### src/rtl/mcuspi_cmd_pkg.sv
// mcuspi_pkg: shared constants and types for the MCU SPI command-frame parser.
//   SYNC_BYTE    - frame start marker (not part of the checksum)
//   MAX_LEN_DFLT - default maximum data bytes per frame (buffer depth)
//   state_e      - parser state encoding (3 bits)
package mcuspi_pkg;

  localparam logic [7:0]  SYNC_BYTE    = 8'hA5;
  localparam int unsigned MAX_LEN_DFLT = 4;

  typedef enum logic [2:0] {
    ST_IDLE   = 3'd0,
    ST_ADDR   = 3'd1,
    ST_LEN    = 3'd2,
    ST_DATA   = 3'd3,
    ST_CHK    = 3'd4,
    ST_COMMIT = 3'd5
  } state_e;

endpackage

### src/rtl/mcuspi_cmd_if.sv
// mcuspi_cmd_if: byte stream in from the SPI receiver, register-write bus and
// frame status out to the configuration bank.
//   spi_data/spi_vld         - received byte + single-cycle strobe
//   cfg_we/cfg_addr/cfg_wdata - register write port
//   frm_ok/frm_err           - per-frame accept/reject pulses
//   err_cnt                  - saturating error counter
// master: the side feeding bytes and consuming writes; slave: the parser.
interface mcuspi_cmd_if;
  logic [7:0] spi_data;
  logic       spi_vld;
  logic       cfg_we;
  logic [7:0] cfg_addr;
  logic [7:0] cfg_wdata;
  logic       frm_ok;
  logic       frm_err;
  logic [7:0] err_cnt;

  modport master (
    output spi_data, spi_vld,
    input  cfg_we, cfg_addr, cfg_wdata, frm_ok, frm_err, err_cnt
  );

  modport slave (
    input  spi_data, spi_vld,
    output cfg_we, cfg_addr, cfg_wdata, frm_ok, frm_err, err_cnt
  );
endinterface

### src/rtl/mcuspi_cmd_gapwd.sv
// mcuspi_gapwd: inter-byte gap watchdog.
//   clk, rst_n - clock, async active-low reset
//   clr        - zero the counter (has priority over en)
//   en         - count one cycle
//   expired    - counter has reached LIMIT (holds there until cleared)
module mcuspi_gapwd #(
  parameter int unsigned LIMIT = 1_000_000
) (
  input  logic clk,
  input  logic rst_n,
  input  logic clr,
  input  logic en,
  output logic expired
);
  localparam int CW = $clog2(LIMIT + 1);

  logic [CW-1:0] cnt_q, cnt_d;

  assign expired = (cnt_q == CW'(LIMIT));

  always_comb begin
    cnt_d = cnt_q;
    if (clr)                cnt_d = '0;
    else if (en && !expired) cnt_d = cnt_q + CW'(1);
  end

  always_ff @(posedge clk or negedge rst_n)
    if (!rst_n) cnt_q <= '0;
    else        cnt_q <= cnt_d;

endmodule

### src/rtl/mcuspi_cmd.sv
// mcuspi_cmd: parses SYNC/ADDR/LEN/DATA.../CHK frames from the SPI byte stream
// and, only once the XOR checksum matches, replays the buffered data as
// consecutive register writes at addr, addr+1, ... (8-bit wrap).
//   clk_sys, rst_n - clock, async active-low reset
//   bus (slave)    - byte stream in; cfg write port, frame status, err_cnt out
module mcuspi_cmd
  import mcuspi_pkg::*;
#(
  parameter int unsigned TIMEOUT = 1_000_000,
  parameter int unsigned MAX_LEN = MAX_LEN_DFLT
) (
  input  logic         clk_sys,
  input  logic         rst_n,
  mcuspi_cmd_if.slave  bus
);
  localparam int IDXW = (MAX_LEN > 1) ? $clog2(MAX_LEN) : 1;

  state_e                      state_q, state_d;
  logic [7:0]                  addr_q, addr_d;
  logic [IDXW-1:0]             len_m1_q, len_m1_d;  // len-1, so it fits the index width
  logic [IDXW-1:0]             idx_q, idx_d;
  logic [7:0]                  chk_q, chk_d;
  logic [MAX_LEN-1:0][7:0]     buf_q, buf_d;
  logic                        cfg_we_q, cfg_we_d;
  logic [7:0]                  cfg_addr_q, cfg_addr_d;
  logic [7:0]                  cfg_wdata_q, cfg_wdata_d;
  logic                        frm_ok_q, frm_ok_d;
  logic                        frm_err_q, frm_err_d;
  logic [7:0]                  err_cnt_q, err_cnt_d;
  logic                        err_inc;
  logic                        gap_clr, gap_exp;

  wire       vld  = bus.spi_vld;
  wire [7:0] data = bus.spi_data;

  // The watchdog only runs while a frame is half-received.
  assign gap_clr = vld || (state_q == ST_IDLE) || (state_q == ST_COMMIT);

  mcuspi_gapwd #(.LIMIT(TIMEOUT)) u_gapwd (
    .clk     (clk_sys),
    .rst_n   (rst_n),
    .clr     (gap_clr),
    .en      (1'b1),
    .expired (gap_exp)
  );

  always_comb begin
    state_d     = state_q;
    addr_d      = addr_q;
    len_m1_d    = len_m1_q;
    idx_d       = idx_q;
    chk_d       = chk_q;
    buf_d       = buf_q;
    cfg_we_d    = 1'b0;
    cfg_addr_d  = cfg_addr_q;
    cfg_wdata_d = cfg_wdata_q;
    frm_ok_d    = 1'b0;
    frm_err_d   = 1'b0;
    err_inc     = 1'b0;

    unique case (state_q)
      ST_IDLE: if (vld && data == SYNC_BYTE) state_d = ST_ADDR;

      ST_ADDR: if (vld) begin
        addr_d  = data;
        chk_d   = data;
        state_d = ST_LEN;
      end

      ST_LEN: if (vld) begin
        if (data != 8'd0 && data <= 8'(MAX_LEN)) begin
          len_m1_d = IDXW'(data - 8'd1);
          chk_d    = chk_q ^ data;
          idx_d    = '0;
          state_d  = ST_DATA;
        end else begin
          frm_err_d = 1'b1;
          err_inc   = 1'b1;
          state_d   = ST_IDLE;
        end
      end

      ST_DATA: if (vld) begin
        buf_d[idx_q] = data;
        chk_d        = chk_q ^ data;
        if (idx_q == len_m1_q) state_d = ST_CHK;
        else                   idx_d   = idx_q + IDXW'(1);
      end

      // The first write is launched straight from the CHK byte so it lands
      // one cycle after it; COMMIT only handles writes 1..len-1.
      ST_CHK: if (vld) begin
        if (data == chk_q) begin
          cfg_we_d    = 1'b1;
          cfg_addr_d  = addr_q;
          cfg_wdata_d = buf_q[0];
          frm_ok_d    = 1'b1;
          idx_d       = IDXW'(1);
          state_d     = (len_m1_q == '0) ? ST_IDLE : ST_COMMIT;
        end else begin
          frm_err_d = 1'b1;
          err_inc   = 1'b1;
          state_d   = ST_IDLE;
        end
      end

      ST_COMMIT: begin
        cfg_we_d    = 1'b1;
        cfg_addr_d  = addr_q + 8'(idx_q);
        cfg_wdata_d = buf_q[idx_q];
        if (idx_q == len_m1_q) state_d = ST_IDLE;
        else                   idx_d   = idx_q + IDXW'(1);
        // No room to take a new frame while replaying; count the loss.
        if (vld) err_inc = 1'b1;
      end

      default: state_d = ST_IDLE;
    endcase

    // Gap timeout; a byte in the same cycle wins, so vld gates it.
    if (gap_exp && !vld &&
        (state_q == ST_ADDR || state_q == ST_LEN ||
         state_q == ST_DATA || state_q == ST_CHK)) begin
      frm_err_d = 1'b1;
      err_inc   = 1'b1;
      state_d   = ST_IDLE;
    end

    err_cnt_d = (err_inc && err_cnt_q != 8'hFF) ? err_cnt_q + 8'd1 : err_cnt_q;
  end

  always_ff @(posedge clk_sys or negedge rst_n)
    if (!rst_n) begin
      state_q     <= ST_IDLE;
      addr_q      <= '0;
      len_m1_q    <= '0;
      idx_q       <= '0;
      chk_q       <= '0;
      cfg_we_q    <= 1'b0;
      cfg_addr_q  <= '0;
      cfg_wdata_q <= '0;
      frm_ok_q    <= 1'b0;
      frm_err_q   <= 1'b0;
      err_cnt_q   <= '0;
    end else begin
      state_q     <= state_d;
      addr_q      <= addr_d;
      len_m1_q    <= len_m1_d;
      idx_q       <= idx_d;
      chk_q       <= chk_d;
      cfg_we_q    <= cfg_we_d;
      cfg_addr_q  <= cfg_addr_d;
      cfg_wdata_q <= cfg_wdata_d;
      frm_ok_q    <= frm_ok_d;
      frm_err_q   <= frm_err_d;
      err_cnt_q   <= err_cnt_d;
    end

  // Buffer is only ever read after being written in the same frame.
  always_ff @(posedge clk_sys) buf_q <= buf_d;

  assign bus.cfg_we    = cfg_we_q;
  assign bus.cfg_addr  = cfg_addr_q;
  assign bus.cfg_wdata = cfg_wdata_q;
  assign bus.frm_ok    = frm_ok_q;
  assign bus.frm_err   = frm_err_q;
  assign bus.err_cnt   = err_cnt_q;

endmodule

### src/flat_wrapper.sv
// flat-port wrapper written by rule: the top's interface ports become plain ports
module mcuspi_cmd_flat import mcuspi_pkg::*;
#(
  parameter int unsigned TIMEOUT = 1_000_000,
  parameter int unsigned MAX_LEN = MAX_LEN_DFLT
)
  (clk_sys, rst_n, bus_spi_data, bus_spi_vld, bus_cfg_we, bus_cfg_addr, bus_cfg_wdata, bus_frm_ok, bus_frm_err, bus_err_cnt);
  mcuspi_cmd_if bus_i ();
  input  logic clk_sys;
  input  logic rst_n;
  input wire logic [$bits(bus_i.spi_data)-1:0] bus_spi_data;
  input wire logic [$bits(bus_i.spi_vld)-1:0] bus_spi_vld;
  output wire logic [$bits(bus_i.cfg_we)-1:0] bus_cfg_we;
  output wire logic [$bits(bus_i.cfg_addr)-1:0] bus_cfg_addr;
  output wire logic [$bits(bus_i.cfg_wdata)-1:0] bus_cfg_wdata;
  output wire logic [$bits(bus_i.frm_ok)-1:0] bus_frm_ok;
  output wire logic [$bits(bus_i.frm_err)-1:0] bus_frm_err;
  output wire logic [$bits(bus_i.err_cnt)-1:0] bus_err_cnt;
  assign bus_i.spi_data = bus_spi_data;
  assign bus_i.spi_vld = bus_spi_vld;
  assign bus_cfg_we = bus_i.cfg_we;
  assign bus_cfg_addr = bus_i.cfg_addr;
  assign bus_cfg_wdata = bus_i.cfg_wdata;
  assign bus_frm_ok = bus_i.frm_ok;
  assign bus_frm_err = bus_i.frm_err;
  assign bus_err_cnt = bus_i.err_cnt;
  mcuspi_cmd #(.TIMEOUT(TIMEOUT), .MAX_LEN(MAX_LEN)) u_core (.clk_sys(clk_sys), .rst_n(rst_n), .bus(bus_i));
endmodule
### config.mk
export PLATFORM = sky130hd
export DESIGN_NAME = mcuspi_cmd_flat
export DESIGN_NICKNAME = d
export VERILOG_FILES = /design/src/rtl/mcuspi_cmd_pkg.sv /design/src/rtl/mcuspi_cmd_if.sv /design/src/rtl/mcuspi_cmd_gapwd.sv /design/src/rtl/mcuspi_cmd.sv /design/src/flat_wrapper.sv
export SDC_FILE = /design/constraint.sdc
export NUM_CORES = 1
export LEC_CHECK = 0
export BUFFER_PORTS_ARGS = -buffer_cell sky130_fd_sc_hd__buf_2
export CORE_ASPECT_RATIO = 1.2
export CORE_MARGIN = 3
export CORE_UTILIZATION = 54
export CTS_BUF_LIST = sky130_fd_sc_hd__clkbuf_8 sky130_fd_sc_hd__clkbuf_16
export CTS_CLUSTER_DIAMETER = 100
export CTS_CLUSTER_SIZE = 10
export DETAILED_ROUTE_END_ITERATION = 10
export GPL_ROUTABILITY_DRIVEN = 0
export GPL_TIMING_DRIVEN = 0
export PLACE_DENSITY_LB_ADDON = 0.1
export SLEW_MARGIN = 15
export SYNTH_ARGS = -nofsm -noshare
export SYNTH_HDL_FRONTEND = slang
export SYNTH_SLANG_ARGS = --single-unit
### constraint.sdc
create_clock -name clk_sys -period 2.5 [get_ports clk_sys]
set_clock_uncertainty 0.1 [all_clocks]
set_input_delay 0.125 -clock clk_sys [delete_from_list [all_inputs] [get_ports clk_sys]]
set_output_delay 0.125 -clock clk_sys [all_outputs]
set_load 0.03 [all_outputs]
Word level (Yosys, flattened, before mapping)
Index checks and enable logic that the tools add are counted.
- word-level logic and storage cells: 124
- bits of input ports: 11
- register bits: 102
- output and inout bits: 27
- $lt $le $gt $ge: 3
- multiplexer cells: 50
- equality and inequality tests: 24
- reduce and logical (&&, ||, !) cells: 25
- $add $sub $neg: 5
- bitwise operators: 1
- operators by type and width (kind ; count):
    two-way mux 8 bit ; 10
    two-way mux 20 bit ; 2
    bitwise mux 32 bit ; 1
    one-hot mux 8 bit (2 select lines) ; 2
    two-way mux 3 bit ; 10
    one-hot mux 8 bit (3 select lines) ; 1
    adder 20 x 1 -> 20 bit (second input constant) ; 1
    == test 20 bit (second input constant) ; 1
    != test 3 bit (second input constant) ; 6
    one-hot mux 3 bit (6 select lines) ; 1
    binary-select mux 8 bit (select 2 bit) ; 1
    demux 8 bit (select 2 bit) ; 1
    two-way mux 2 bit ; 7
    two-way mux 1 bit ; 10
    adder 8 x 1 -> 8 bit (second input constant) ; 1
    adder 8 x 2 -> 8 bit ; 1
    == test 8 bit ; 1
    == test 8 bit (second input constant) ; 1
    less-or-equal comparator 8 x 3 -> 1 bit (second input constant) ; 1
    != test 2 bit (second input constant) ; 4
    != test 8 bit (second input constant) ; 1
    one-hot mux 2 bit (4 select lines) ; 1
    nonzero test 8 bit ; 1
    bitwise XOR 8 bit ; 1
    25 further kinds ; 41

Longest topological paths before layout
Gate-level depths: netlist (run 1).
- depth in word-level cells: 7
- mapped depth: 9
- mapped depth without buffers: 7

Modules after synthesis
From an unflattened synthesis (run 1), not the netlist that was laid out.
- cells, all modules: 462
- area total of the unflattened synthesis: 5032.3 µm²
- modules (own cells, without submodules) (module ; area an instance (µm²) ; cells each ; times used ; sequential area each (µm²)):
    mcuspi_cmd ; 3923.8 ; 345 ; 1 ; 2212.1
    mcuspi_gapwd ; 1108.6 ; 117 ; 1 ; 500.5

Worst setup path after synthesis (run 1)
No wires, ideal clock.
- kind: flip-flop to flip-flop
- start point: reg u_core.u_gapwd.cnt_q[4]
- end point: reg u_core.err_cnt_q[7] (netlist: u_core.bus.err_cnt[7])
- buffers on the path: 1
- clock period less this slack: 2.688 ns
- library setup time: 0.128 ns
- cell stages (with the launch flop): 7
- arrival: 2.460 ns
- path slack: -0.188 ns
- required time: 2.272 ns
- cells stage by stage: dfrtp_1 -> or4_1 -> or4_1 -> or4_1 -> buf_6 -> a311oi_2 -> mux2_1
- word-level cells in the longest chain between the ends: 5
- RTL lines (item ; RTL line ; RTL):
    start: declaration ; mcuspi_cmd_gapwd.sv:17 ; logic [CW-1:0] cnt_q, cnt_d;
    start signal: assignment ; mcuspi_cmd_gapwd.sv:29 ; else cnt_q <= cnt_d;
    == test 20 bit ; mcuspi_cmd_gapwd.sv:19 ; assign expired = (cnt_q == CW'(LIMIT));
    logical AND 1 bit (2 in a row) ; mcuspi_cmd.sv:121 ; if (gap_exp && !vld &&
    two-way mux 1 bit ; mcuspi_cmd.sv:121 ;
    logical AND 1 bit ; mcuspi_cmd.sv:129 ; err_cnt_d = (err_inc && err_cnt_q != 8'hFF) ? err_cnt_q + 8'd1 : err_cnt_q;
    end signal: assignment ; mcuspi_cmd.sv:156 ; err_cnt_q <= err_cnt_d;
    end: declaration ; mcuspi_cmd.sv:29 ; logic [7:0] err_cnt_q, err_cnt_d;
No other way between the ends.
A chain may end at the register's enable or synchronous reset.

Worst setup path after layout (run 1)
- start point: reg u_core.u_gapwd.cnt_q[2]
- end point: reg u_core.err_cnt_q[7] (netlist: u_core.bus.err_cnt[7])
The elaborated chain is that of the path after synthesis.

==> metrics.md, run 1 <==
| Metric | Value |
|---|---|
| Worst r2r dst | u_core.bus.err_cnt[7]$_DFFE_PN0P_ |
| Final Max Slew Viols | 0 |
| Fin nets | 544 |
| RSZ-0062 raised after global routing | true |
| Syn Inst Count | between 400 and 500 |
| Buffers added on ports | 37 |
| Dpl hpwl | just over 7000 um |
| Max clock buf depth | 2 |
| Drt via density | 5.65 |
| Clock transition at path regs | 0.10 ns |
| DRT Wirelength | roughly 11000 um |
| Status | finished, violations left |
| DR vias | about 3600 |
| Final setup viols | 11 |
| # H-tree levels | 3 |
| Max Freq | about 360 MHz |
| Chip width | ~94 um |
| All-Layer GR Usage | 21.4% |
| Worst reg-to-reg path cell count | 6 |
| Root Driver | clkbuf_8 |
| MaxCap Viol Count | 0 |
| Final worst-path cycle share | 112% |
| Final worst setup slack | -0.288 ns |
| Hold Path Origin | bus_spi_data[1] |
| Failing checks | setup timing |
| Post-Syn Nets | approximately 480 |
| # diodes | 0 |
| Remaining DRCs | 0 |
| Critical Path Most Common Cell | or4_4 |
| CP Class | reg2reg |
| Pre-CTS WS | -0.729 ns |
| Least-Margin Pin Slew | roughly 0.62 ns |
| Post-synthesis sequential area ratio | 53.9% |
| Area Growth Syn to Fin | 16.5% |
| Final count of hold timing violations | 0 |
| FP Rows | 37 |
| Worst Path Required | between 2 and 3 ns |
| Number of global-route vias before repair | between 3000 and 4000 |
| R2r startpoint | u_core.u_gapwd.cnt_q[2]$_DFFE_PN0P_ |
| Largest net degree at the start of global routing | 37 |
| FF/Latch Area | 0.00271 mm^2 |
| Core ar. | 0.00884 mm^2 |
| Antenna violations before repair | 0 |
| Min-delay worst type | in2reg |
| Hold depth | 1 |
| Top_reg_cell synth | dfrtp_1 |
| Static Leak | around 2.4 nW |
| Crit Path Max Fanout | 5 |
| Initial Util | between 50% and 60% |
| Crit-path cells | or4_4 > or4_4 > or4_4 > buf_6 > a311oi_2 > mux2_1 |
| Starting DRT DRC Count | 191 |
| Clock tree sinks | ~100 |
| Cell area power density | roughly 1000 mW/mm^2 |
| Syn Area/Cell | between 10 and 15 um^2 |
| Ports | 38 |
| Global-route wire length before repair | approximately 18000 um |
| Seq cells post-synth | 102 |
| Worst VDD drop | slightly above 0.0006 V |
| Hold_ws | between 0.02 and 0.025 ns |
| Skew-Pair Late Insertion Delay | roughly 0.36 ns |
| Area of the multi-input gates | approximately 0.0023 mm^2 |
| Min-Delay Endpoint | u_core.buf_q[9]$_DFFE_PP_ |
| Worst Path Arrival | approximately 2.9 ns |
| Critical Path Sink Type | flip-flop |
| Wire per inst | 16.7 um |
| Post-synth EDFFs | 32 |
| Chip height | approximately 110 um |
| Crit path time final | around 2.8 ns |
| GRT overflow | 0 |
| Post-synth cell types | 52 |
| Number of routed nets with antenna violations | 0 |
| Slowest-stage cell, CP | or4_4 |
| CTS buffer count | 9 |
| Async S/R FF share, synth | approximately 69% |
| Total power | between 0.005 and 0.006 W |
| Syn. warnings | 0 |
| Rel. slew slack | between 50% and 60% |
| Worst setup SP type | flip-flop |
| Reg2reg setup slack | -0.29 ns |
| First-pass detailed-route iteration total | 4 |
| CP max stage delay | 0.53 ns |
| Fillers | just over 700 |
| Die ar. | between 0.01 and 0.015 mm^2 |
| CTS tree | done |
| Netlist Area Pre-Place | roughly 0.0050 mm^2 |
| Share of cells above drive strength 1 | 21.0% |
==> synth_stat cells (2+ instances only) <==
cell        n  area [um^2]
nor2_1     46          173
o22ai_1     8         50.1
mux2i_1    19          190
nand4_1     5         31.3
edfxtp_1   32          961
mux2_2     15          169
and4_1      3         26.3
ha_1       13          163
clkbuf_1   11         41.3
nor3_1      9         45.0
and2_1      8         50.1
dfrtp_1    70         1750
a21oi_1    26          130
nand2b_1    7         43.8
inv_1      27          101
nor4_1      9         56.3
mux2_1      3         33.8
a311oi_1    7         61.3
o21a_1      3         22.5
o211ai_1    3         22.5
and3_1      4         25.0
or4_1       3         22.5
a31oi_1     6         37.5
a2bb2oi_1   4         35.0
o21ai_0    12         60.1
xnor2_1    15          131
nand2_1    19         71.3
or3_1       2         12.5
nand3_1    16         80.1
xor2_1     23          201
==> layout by cell type (no fill, tap or decap), types with 16 or more instances in the layout <==
master / n
dfrtp_1: 69
nor2_1: 46
mux2i_1: 19
edfxtp_1: 32
inv_1: 27
a21oi_1: 26
buf_4: 16
buf_2: 37
xor2_1: 23
nand2_1: 19
==> worst max-delay path, delay by kind of cell (launching register included) <==
| kind | cells | cell delay (ns) |
|---|---|---|
| mux | 1 | 0.34 |
| simple gates | 3 | 1.46 |
| buf+inv | 1 | 0.15 |
| flops | 1 | 0.42 |
| compound gates | 1 | 0.20 |
==> repair_timing <==
item	CTS	global route
endpoints found under the hold margin	39	0
cloned	1	0
resized for setup	15	11
setup buffers	5	10
pin swaps	8	2
hold buffers	4	0
setup endpoints to repair	27	25
==> report_power, final <==
group | internal, W | switching, W | total [W]
combinational | 0.000982 | 0.00150 | 0.00248
sequential | 0.00211 | 0.000322 | 0.00243
clock | 0.000458 | 0.000575 | 0.00103
==> cell families (layout without fill, tap and decap cells) <==
kind of cell / Yosys count / count (layout) / synth area share (%)
multiplexers: 38 / 38 / 8.11
adder cells (fa/ha/maj): 14 / 14 / 3.63
AO/OA/AOI/OAI: 81 / 81 / 11.0
AND/OR/NAND/NOR: 136 / 136 / 13.5
XOR/XNOR: 38 / 38 / 6.61
buffers and inverters: 41 / 115 / 3.28
flip-flops: 102 / 102 / 53.9
==> layer usage <==
metal	vias to the layer above	part of all wire, %	global-route usage [%]
met5	-	0	0
met4	0	2.1	8.86
met3	17	3.5	4.19
met2	76	52	37.6
met1	1764	42	25.2
li1	1764	-	-
==> per-stage QoR <==
stage          utilization, %  area [um^2]  setup TNS [ns]  cells
2_1_floorplan               -         5030          -0.568    450
3_3_place_gp             60.7         5370          -10.20    604
3_5_place_dp             60.9         5390           -9.65    605
4_1_cts                  65.1         5760           -1.94    631
5_1_grt                  66.3         5860           -2.73    641
6_report                 66.3         5860           -1.95    641
==> worst max path at each step <==
stage | from | end | cells past startpoint | slack (ns)
floorplan | u_core.u_gapwd.cnt_q[4]$_DFFE_PN0P_ | u_core.bus.err_cnt[7]$_DFFE_PN0P_ | 6 | -0.19
global placement | u_core.chk_q[5]$_DFFE_PN0P_ | u_core.bus.cfg_addr[6]$_DFFE_PN0P_ | 6 | -0.75
detailed placement | u_core.chk_q[5]$_DFFE_PN0P_ | u_core.bus.cfg_addr[6]$_DFFE_PN0P_ | 6 | -0.73
CTS | u_core.u_gapwd.cnt_q[2]$_DFFE_PN0P_ | u_core.bus.err_cnt[7]$_DFFE_PN0P_ | 6 | -0.29
global route | u_core.u_gapwd.cnt_q[2]$_DFFE_PN0P_ | u_core.bus.err_cnt[7]$_DFFE_PN0P_ | 6 | -0.36
finish | u_core.u_gapwd.cnt_q[2]$_DFFE_PN0P_ | u_core.bus.err_cnt[7]$_DFFE_PN0P_ | 6 | -0.29
==> registers in the layout, indices dropped and copies added (netlist names) <==
| name | cells |
|---|---|
| u_core.addr_q | 8 |
| u_core.bus.cfg_addr | 8 |
| u_core.len_m1_q | 2 |
| u_core.idx_q | 2 |
| u_core.bus.err_cnt | 8 |
| u_core.bus.frm_ok | 1 |
| u_core.bus.cfg_wdata | 8 |
| u_core.state_q | 3 |
| u_core.chk_q | 8 |
| u_core.bus.frm_err | 1 |
| u_core.buf_q | 32 |
| u_core.u_gapwd.cnt_q | 20 |
| u_core.bus.cfg_we | 1 |
==> area by class of cell <==
class | instances | area share (%)
Multi-Input combinational cell | 307 | 38.5
Tap cell | 117 | 2.50
Buffer | 14 | 1.26
Sequential cell | 102 | 46.3
Clock buffer | 11 | 2.77
Inverter | 27 | 1.73
Clock inverter | 5 | 0.661
Timing Repair Buffer | 58 | 6.29
(Power assumes the default switching activity.)
==> run 2: changes to the inputs <==
--- a/config.mk
+++ b/config.mk
@@ -14,7 +14,7 @@
 export CTS_CLUSTER_SIZE = 10
 export DETAILED_ROUTE_END_ITERATION = 10
 export GPL_ROUTABILITY_DRIVEN = 0
-export GPL_TIMING_DRIVEN = 0
+export GPL_TIMING_DRIVEN = 1
 export PLACE_DENSITY_LB_ADDON = 0.1
 export SLEW_MARGIN = 15
 export SYNTH_ARGS = -nofsm -noshare
==> run 2 against run 1 <==
Net effect: the flow still finishes with violations (setup timing); setup slack better by 0.067 ns; count of clock-buffer cells in the layout stayed put; total power is 3.2% higher; via count is 1.6% higher; clock power is 17% higher; register-to-register slack better by 0.07 ns; routed wire length is 2.3% higher.
==> metrics.md, run 2 (same netlist as run 1, synthesis figures left out) <==
| Metric | Value |
|---|---|
| Crit-path cells | or4_1 > or4_4 > or4_4 > buf_4 > a31oi_4 > mux2_1 (was or4_4 > or4_4 > or4_4 > buf_6 > a311oi_2 > mux2_1) |
| Final count of hold timing violations | 0 (unchanged) |
| GRT overflow | 0 (unchanged) |
| All-Layer GR Usage | 21.7% (was 21.4%) |
| # diodes | 0 (unchanged) |
| CP Class | reg2reg (unchanged) |
| Number of routed nets with antenna violations | 0 (unchanged) |
| Largest register by flop count | u_core.buf_q (unchanged) |
| Fin nets | 548 (was 544) |
| Layout Cells excl Fill | 645 (was 641) |
| Wire per inst | 16.9 um (was 16.7 um) |
| Chip width | 94.1 um (unchanged) |
| Initial Util | 56.9% (unchanged) |
| RSZ-0062 raised after global routing | true (unchanged) |
| Final Max Slew Viols | 0 (unchanged) |
| Slowest-stage cell, CP | or4_1 (was or4_4) |
| Commonest non-fill, non-tap cells in the layout | dfrtp_1 (70), nor2_1 (46), buf_2 (37) (was dfrtp_1 (69), nor2_1 (46), buf_2 (37)) |
| Worst Path Arrival | 2.87 ns (was 2.94 ns) |
| Share of cells above drive strength 1 | 22.3% (was 21.0%) |
| Final core occ | 67.6% (was 66.3%) |
| Final worst-path cycle share | 109% (was 112%) |
| Largest net degree at the start of global routing | 38 (was 37) |
| Ports | 38 (unchanged) |
| Critical Path Sink Type | flip-flop (unchanged) |
| Final setup viols | 10 (was 11) |
| DR vias | 3680 (was 3621) |
| Number of global-route vias before repair | 3628 (was 3655) |
| Crit path time final | 2.72 ns (was 2.79 ns) |
| Status | finished, violations left (unchanged) |
| Crit path buf inv count | 1 (unchanged) |
| Largest registers | u_core.buf_q x32, u_core.u_gapwd.cnt_q x20 (unchanged) |
| Area Growth Syn to Fin | 18.8% (was 16.5%) |
| Total placed cells including tap cells | 623 (was 605) |
| Buffers added on ports | 37 (unchanged) |
| Antenna violations before repair | 0 (unchanged) |
| Met3 WL post-DR | 305 um (was 374 um) |
| # H-tree levels | 3 (unchanged) |
| Max clock buf depth | 2 (unchanged) |
| CTS tree | done (unchanged) |
| Final worst setup slack | -0.221 ns (was -0.288 ns) |
| Clock tree sinks | 102 (unchanged) |
| Chip height | 112 um (unchanged) |
| CP delay by family, top | simple AND/OR/NAND/NOR gates (unchanged) |
| Max Freq | 368 MHz (was 359 MHz) |
| Root Driver | clkbuf_8 (unchanged) |
| Max reg flops | 32 (unchanged) |
| Hold_ws | 0.0323 ns (was 0.0231 ns) |
| Crit Path Max Fanout | 6 (was 5) |
| Starting DRT DRC Count | 165 (was 191) |
| Uppermost layer routed | met4 (unchanged) |
| Clock transition at path regs | 0.09 ns (was 0.10 ns) |
| Dpl hpwl | 7710 um (was 7160 um) |
| Wire length on met1 | 4610 um (was 4500 um) |
| Critical Path Most Common Cell | or4_4 (unchanged) |
| Static Leak | 2.44 nW (was 2.37 nW) |
| CTS buffer count | 9 (unchanged) |
| Drt via density | 5.71 (was 5.65) |
| Die ar. | 0.0105 mm^2 (unchanged) |
| Global-route wire length before repair | 17900 um (was 17600 um) |
| Min-delay worst type | in2reg (unchanged) |
| Pre-CTS WS | -0.205 ns (was -0.729 ns) |
| MaxCap Viol Count | 0 (unchanged) |
| Worst VDD drop | 0.000654 V (was 0.000624 V) |
| Least-Margin Pin Slew | 0.864 ns (was 0.623 ns) |
| Failing checks | setup timing (unchanged) |
| Core ar. | 0.00884 mm^2 (unchanged) |
| FP Rows | 37 (unchanged) |
| Worst setup SP type | flip-flop (unchanged) |
| Commonest non-fill, non-tap cell in the layout | dfrtp_1 (unchanged) |
| Cell area power density | 1030 mW/mm^2 (was 1010 mW/mm^2) |
| CP max stage delay | 0.52 ns (was 0.53 ns) |
| Routed wl met2 | 5800 um (was 5580 um) |
| Rel. slew slack | 42.4% (was 58.4%) |
| Skew-Pair Late Insertion Delay | 0.36 ns (about the same) |
| Worst Path Required | 2.65 ns (about the same) |
| DRT Wirelength | 10900 um (was 10700 um) |
| Remaining DRCs | 0 (unchanged) |
| First-pass detailed-route iteration total | 4 (unchanged) |
[run 2: changes by cell type in the layout (fill, tap and decap cells not counted), moves of 2 or more]
| cell | before | now |
|---|---|---|
| clkbuf_2 | 2 | 0 |
| clkbuf_1 | 9 | 0 |
| a31oi_1 | 4 | 0 |
| bufinv_16 | 0 | 2 |
| a2bb2oi_1 | 0 | 2 |
| nor4_1 | 6 | 9 |
| a31oi_4 | 2 | 6 |
| buf_4 | 16 | 32 |
| a2bb2oi_2 | 4 | 2 |
| nor4_4 | 2 | 0 |
[run 2: final timing paths]
check / depth (start not counted) / from / slack, ns / end
worst max register to register: 6 / u_core.u_gapwd.cnt_q[2]$_DFFE_PN0P_ / -0.22 / u_core.bus.err_cnt[6]$_DFFE_PN0P_
worst min-delay path: 1 / bus_spi_data[1] / 0.03 / u_core.buf_q[9]$_DFFE_PP_
min in group asynchronous: 2 / rst_n / 0.32 / u_core.bus.cfg_wdata[3]$_DFFE_PN0P_
max in group asynchronous: 3 / rst_n / 1.28 / u_core.u_gapwd.cnt_q[3]$_DFFE_PN0P_
worst max-delay path: 6 / u_core.u_gapwd.cnt_q[2]$_DFFE_PN0P_ / -0.22 / u_core.bus.err_cnt[6]$_DFFE_PN0P_
worst min register to register: 1 / u_core.bus.cfg_addr[7]$_DFFE_PN0P_ / 0.42 / u_core.bus.cfg_addr[7]$_DFFE_PN0P_
[run 2: final cells by class]
type	count	area [um^2]
Fill cell	709	2870
Timing Repair Buffer	76	518
Tap cell	117	146
Sequential cell	102	2710
Multi-Input combinational cell	307	2260
Clock inverter	5	80.1
Clock buffer	11	163
Inverter	27	101
[run 2: routing by layer]
metal	track usage [%]	vias up
li1	-	1777
met1	26.8	1817
met2	37.8	69
met3	3.72	17
met4	7.61	0
met5	0	-
[run 2: report_power, final]
group,total (W),internal (W),switching [W],leakage [nW]
combinational,0.00250,0.00102,0.00149,1.15
clock,0.00121,0.000652,0.000553,0.122
sequential,0.00243,0.00211,0.000315,1.18
total,0.00614,0.00378,0.00236,2.44
[run 2: repair_timing]
action / 4_1_cts / 5_1_grt
endpoints found under the setup margin: 11 / 11
hold buffers: 3 / 0
endpoints found under the hold margin: 42 / 0
setup buffers: 1 / 3
resized for setup: 5 / 11
pin swaps: 1 / 2
[run 2: stage by stage]
step | TNS, ns | total power (W) | instance area, um^2
floorplan | -0.568 | 0.00412 | 5030
CTS | -1.00 | 0.00613 | 5890
global placement | -0.651 | 0.00482 | 5580
finish | -1.33 | 0.00614 | 5980
detailed placement | -0.955 | 0.00490 | 5580
global route | -2.05 | 0.00653 | 5980
==> run 3: changes to the inputs <==
--- a/config.mk
+++ b/config.mk
@@ -8,7 +8,7 @@
 export BUFFER_PORTS_ARGS = -buffer_cell sky130_fd_sc_hd__buf_2
 export CORE_ASPECT_RATIO = 1.2
 export CORE_MARGIN = 3
-export CORE_UTILIZATION = 54
+export CORE_UTILIZATION = 29
 export CTS_BUF_LIST = sky130_fd_sc_hd__clkbuf_8 sky130_fd_sc_hd__clkbuf_16
 export CTS_CLUSTER_DIAMETER = 100
 export CTS_CLUSTER_SIZE = 10
==> constraint.sdc (replaced) <==
create_clock -name clk_sys -period 3 [get_ports clk_sys]
set_clock_uncertainty 0.1 [all_clocks]
set_input_delay 0.15 -clock clk_sys [delete_from_list [all_inputs] [get_ports clk_sys]]
set_output_delay 0.15 -clock clk_sys [all_outputs]
set_load 0.03 [all_outputs]
==> run 3 against run 2 <==
Net effect: the run now ends clean; hold slack improved by 0.0045 ns; total power decreased by 13%; maximum frequency shrank 4.4%; die area is 80% higher; global-route usage shrank 8.4 points; sequential share of layout area grew 0.51 points; via count down 3.7%; combinational power decreased by 20%.
==> metrics.md, run 3 (same netlist as run 1, synthesis figures left out) <==
| Metric | Value |
|---|---|
| Area Growth Syn to Fin | 17.5% (was 18.8%) |
| Chip height | 150 um (was 112 um) |
| Cell area power density | 899 mW/mm^2 (was 1030 mW/mm^2) |
| Largest net degree at the start of global routing | 71 (was 38) |
| Chip width | 126 um (was 94.1 um) |
| All-Layer GR Usage | 13.3% (was 21.7%) |
| Reg2reg setup slack | 0.15 ns (was -0.22 ns) |
| Post-CTS sizing | 0 (was 5) |
| Worst VDD drop | 0.000326 V (was 0.000654 V) |
| Die ar. | 0.0190 mm^2 (was 0.0105 mm^2) |
| Rel. slew slack | 35.2% (was 42.4%) |
| DR vias | 3544 (was 3680) |
| Final core occ | 34.9% (was 67.6%) |
| GRT overflow | 0 (unchanged) |
| Dpl hpwl | 8140 um (was 7710 um) |
| Fin nets | 526 (was 548) |
| CTS buffer count | 9 (unchanged) |
| Root Driver | clkbuf_16 (was clkbuf_8) |
| Worst Path Arrival | 2.99 ns (was 2.87 ns) |
| Share of cells above drive strength 1 | 17.8% (was 22.3%) |
| Crit Path Max Fanout | 6 (unchanged) |
| Final count of hold timing violations | 0 (unchanged) |
| Max reg flops | 32 (unchanged) |
| Starting DRT DRC Count | 234 (was 165) |
| CP startpoint | u_core.u_gapwd.cnt_q[2]$_DFFE_PN0P_ (unchanged) |
| Initial Util | 29.7% (was 56.9%) |
| Critical Path Sink Type | flip-flop (unchanged) |
| MaxCap Viol Count | 0 (unchanged) |
| Core ar. | 0.0169 mm^2 (was 0.00884 mm^2) |
| Commonest non-fill, non-tap cell in the layout | dfrtp_1 (unchanged) |
| FP Rows | 52 (was 37) |
| Worst reg-to-reg path cell count | 5 (was 6) |
| RSZ-0062 raised after global routing | false (was true) |
| Worst r2r dst | u_core.bus.err_cnt[7]$_DFFE_PN0P_ (was u_core.bus.err_cnt[6]$_DFFE_PN0P_) |
| TNS Setup | 0 ns (was -1.33 ns) |
| Largest register by flop count | u_core.buf_q (unchanged) |
| Global-route wire length before repair | 19700 um (was 17900 um) |
| Skew-Pair Late Insertion Delay | 0.36 ns (about the same) |
| Critical Path Sink | u_core.bus.err_cnt[7]$_DFFE_PN0P_ (was u_core.bus.err_cnt[6]$_DFFE_PN0P_) |
| GRT Max-Usage Layer | met2 (unchanged) |
| Worst Path Required | 3.14 ns (was 2.65 ns) |
| Max Freq | 351 MHz (was 368 MHz) |
| First-pass detailed-route iteration total | 4 (unchanged) |
| Final setup viols | 0 (was 10) |
| Met2 GRT Util | 22.9% (was 37.8%) |
| CTS tree | done (unchanged) |
| Least-Margin Pin Slew | 0.971 ns (was 0.864 ns) |
| Final Max Slew Viols | 0 (unchanged) |
| Remaining DRCs | 0 (unchanged) |
| M1 GR Usage | 16.5% (was 26.8%) |
| Status | finished, final reports clean (was finished, violations left) |
| Number of global-route vias before repair | 3648 (was 3628) |
| CP Class | reg2reg (unchanged) |
| # H-tree levels | 3 (unchanged) |
| Clock transition at path regs | 0.08 ns (was 0.09 ns) |
| Buffers added on ports | 37 (unchanged) |
| R2r startpoint | u_core.u_gapwd.cnt_q[2]$_DFFE_PN0P_ (unchanged) |
| Number of routed nets with antenna violations | 0 (unchanged) |
| Crit path time final | 2.85 ns (was 2.72 ns) |
| Max clock buf depth | 2 (unchanged) |
| Clock tree sinks | 102 (unchanged) |
| DRT Wirelength | 12000 um (was 10900 um) |
| # diodes | 0 (unchanged) |
| GR Util met3 | 2.16% (was 3.72%) |
| Largest registers | u_core.buf_q x32, u_core.u_gapwd.cnt_q x20 (unchanged) |
| Wire per inst | 16.6 um (was 16.9 um) |
| Antenna violations before repair | 0 (unchanged) |
| Static Leak | 2.36 nW (was 2.44 nW) |
| Worst setup SP type | flip-flop (unchanged) |
| Ports | 38 (unchanged) |
| Commonest non-fill, non-tap cells in the layout | dfrtp_1 (70), nor2_1 (46), buf_2 (36) (was dfrtp_1 (70), nor2_1 (46), buf_2 (37)) |
| Min-delay worst type | in2reg (unchanged) |
| Final worst-path cycle share | 94.8% (was 109%) |
| Drt via density | 4.91 (was 5.71) |
## run 3: cell count changes in the layout (fill, tap and decap cells not counted), sizes merged
cell | previous run | this run
buf | 73 | 53
clkinv | 0 | 3
inv | 29 | 28
bufinv | 2 | 1
dlygate4sd3 | 3 | 1
clkbuf | 11 | 10
## run 3: per-stage QoR
step	setup WS [ns]	std cells	total power, W	hold slack [ns]	instance area (um^2)
after detailed placement	0.133	705	0.00406	0.280	5550
after floorplan	0.312	450	0.00343	-0.246	5030
after global routing	0.0173	722	0.00569	0.0370	5910
after CTS	0.127	722	0.00541	0.0293	5910
final	0.155	722	0.00532	0.0368	5910
after global placement	0.162	705	0.00403	0.267	5550
## run 3: area by class of cell
cell class	instances	area, um^2
Clock buffer	10	250
Multi-Input combinational cell	307	2160
Clock inverter	6	97.6
Inverter	27	101
Sequential cell	102	2710
Tap cell	216	270
Timing Repair Buffer	54	318
Fill cell	1752	11000
## run 3: how the worst min path moves through the flow
| stage | startpoint | endpoint | slack, ns | cells after the start |
|---|---|---|---|---|
| after detailed placement | rst_n | u_core.chk_q[5]$_DFFE_PN0P_ | 0.28 | 1 |
| after floorplan | rst_n | u_core.addr_q[0]$_DFFE_PN0P_ | -0.25 | 0 |
| after global routing | bus_spi_data[6] | u_core.buf_q[6]$_DFFE_PP_ | 0.04 | 1 |
| after global placement | rst_n | u_core.chk_q[2]$_DFFE_PN0P_ | 0.27 | 1 |
| final | bus_spi_data[6] | u_core.buf_q[6]$_DFFE_PP_ | 0.04 | 1 |
| after CTS | bus_spi_data[6] | u_core.buf_q[6]$_DFFE_PP_ | 0.03 | 1 |
## run 3: timing repair
| item | CTS | global route |
|---|---|---|
| hold buffers | 1 | 0 |
| setup buffers | 0 | 0 |
| endpoints found under the hold margin | 70 | 0 |
## run 3: worst max-delay path, stage by stage (launching register included)
cell and delay [ns]:
dfrtp_1 0.42, or4_1 0.51, or4_1 0.50, or4_1 0.60, a311oi_2 0.27, mux2_1 0.34
## run 3: power by group
group          switching [W]  internal, W  total [W]
registers           0.000246      0.00176    0.00201
clock network       0.000591     0.000725    0.00132
logic                0.00122     0.000773    0.00199
total                0.00206      0.00326    0.00532
## run 3: metal layers
| metal | vias up | wire length [um] | share of wire [%] |
|---|---|---|---|
| met5 | - | 0 | 0 |
| met4 | 0 | 236 | 2.0 |
| met3 | 15 | 369 | 3.1 |
| met2 | 58 | 6060 | 50 |
| met1 | 1751 | 5360 | 45 |
| li1 | 1720 | - | - |
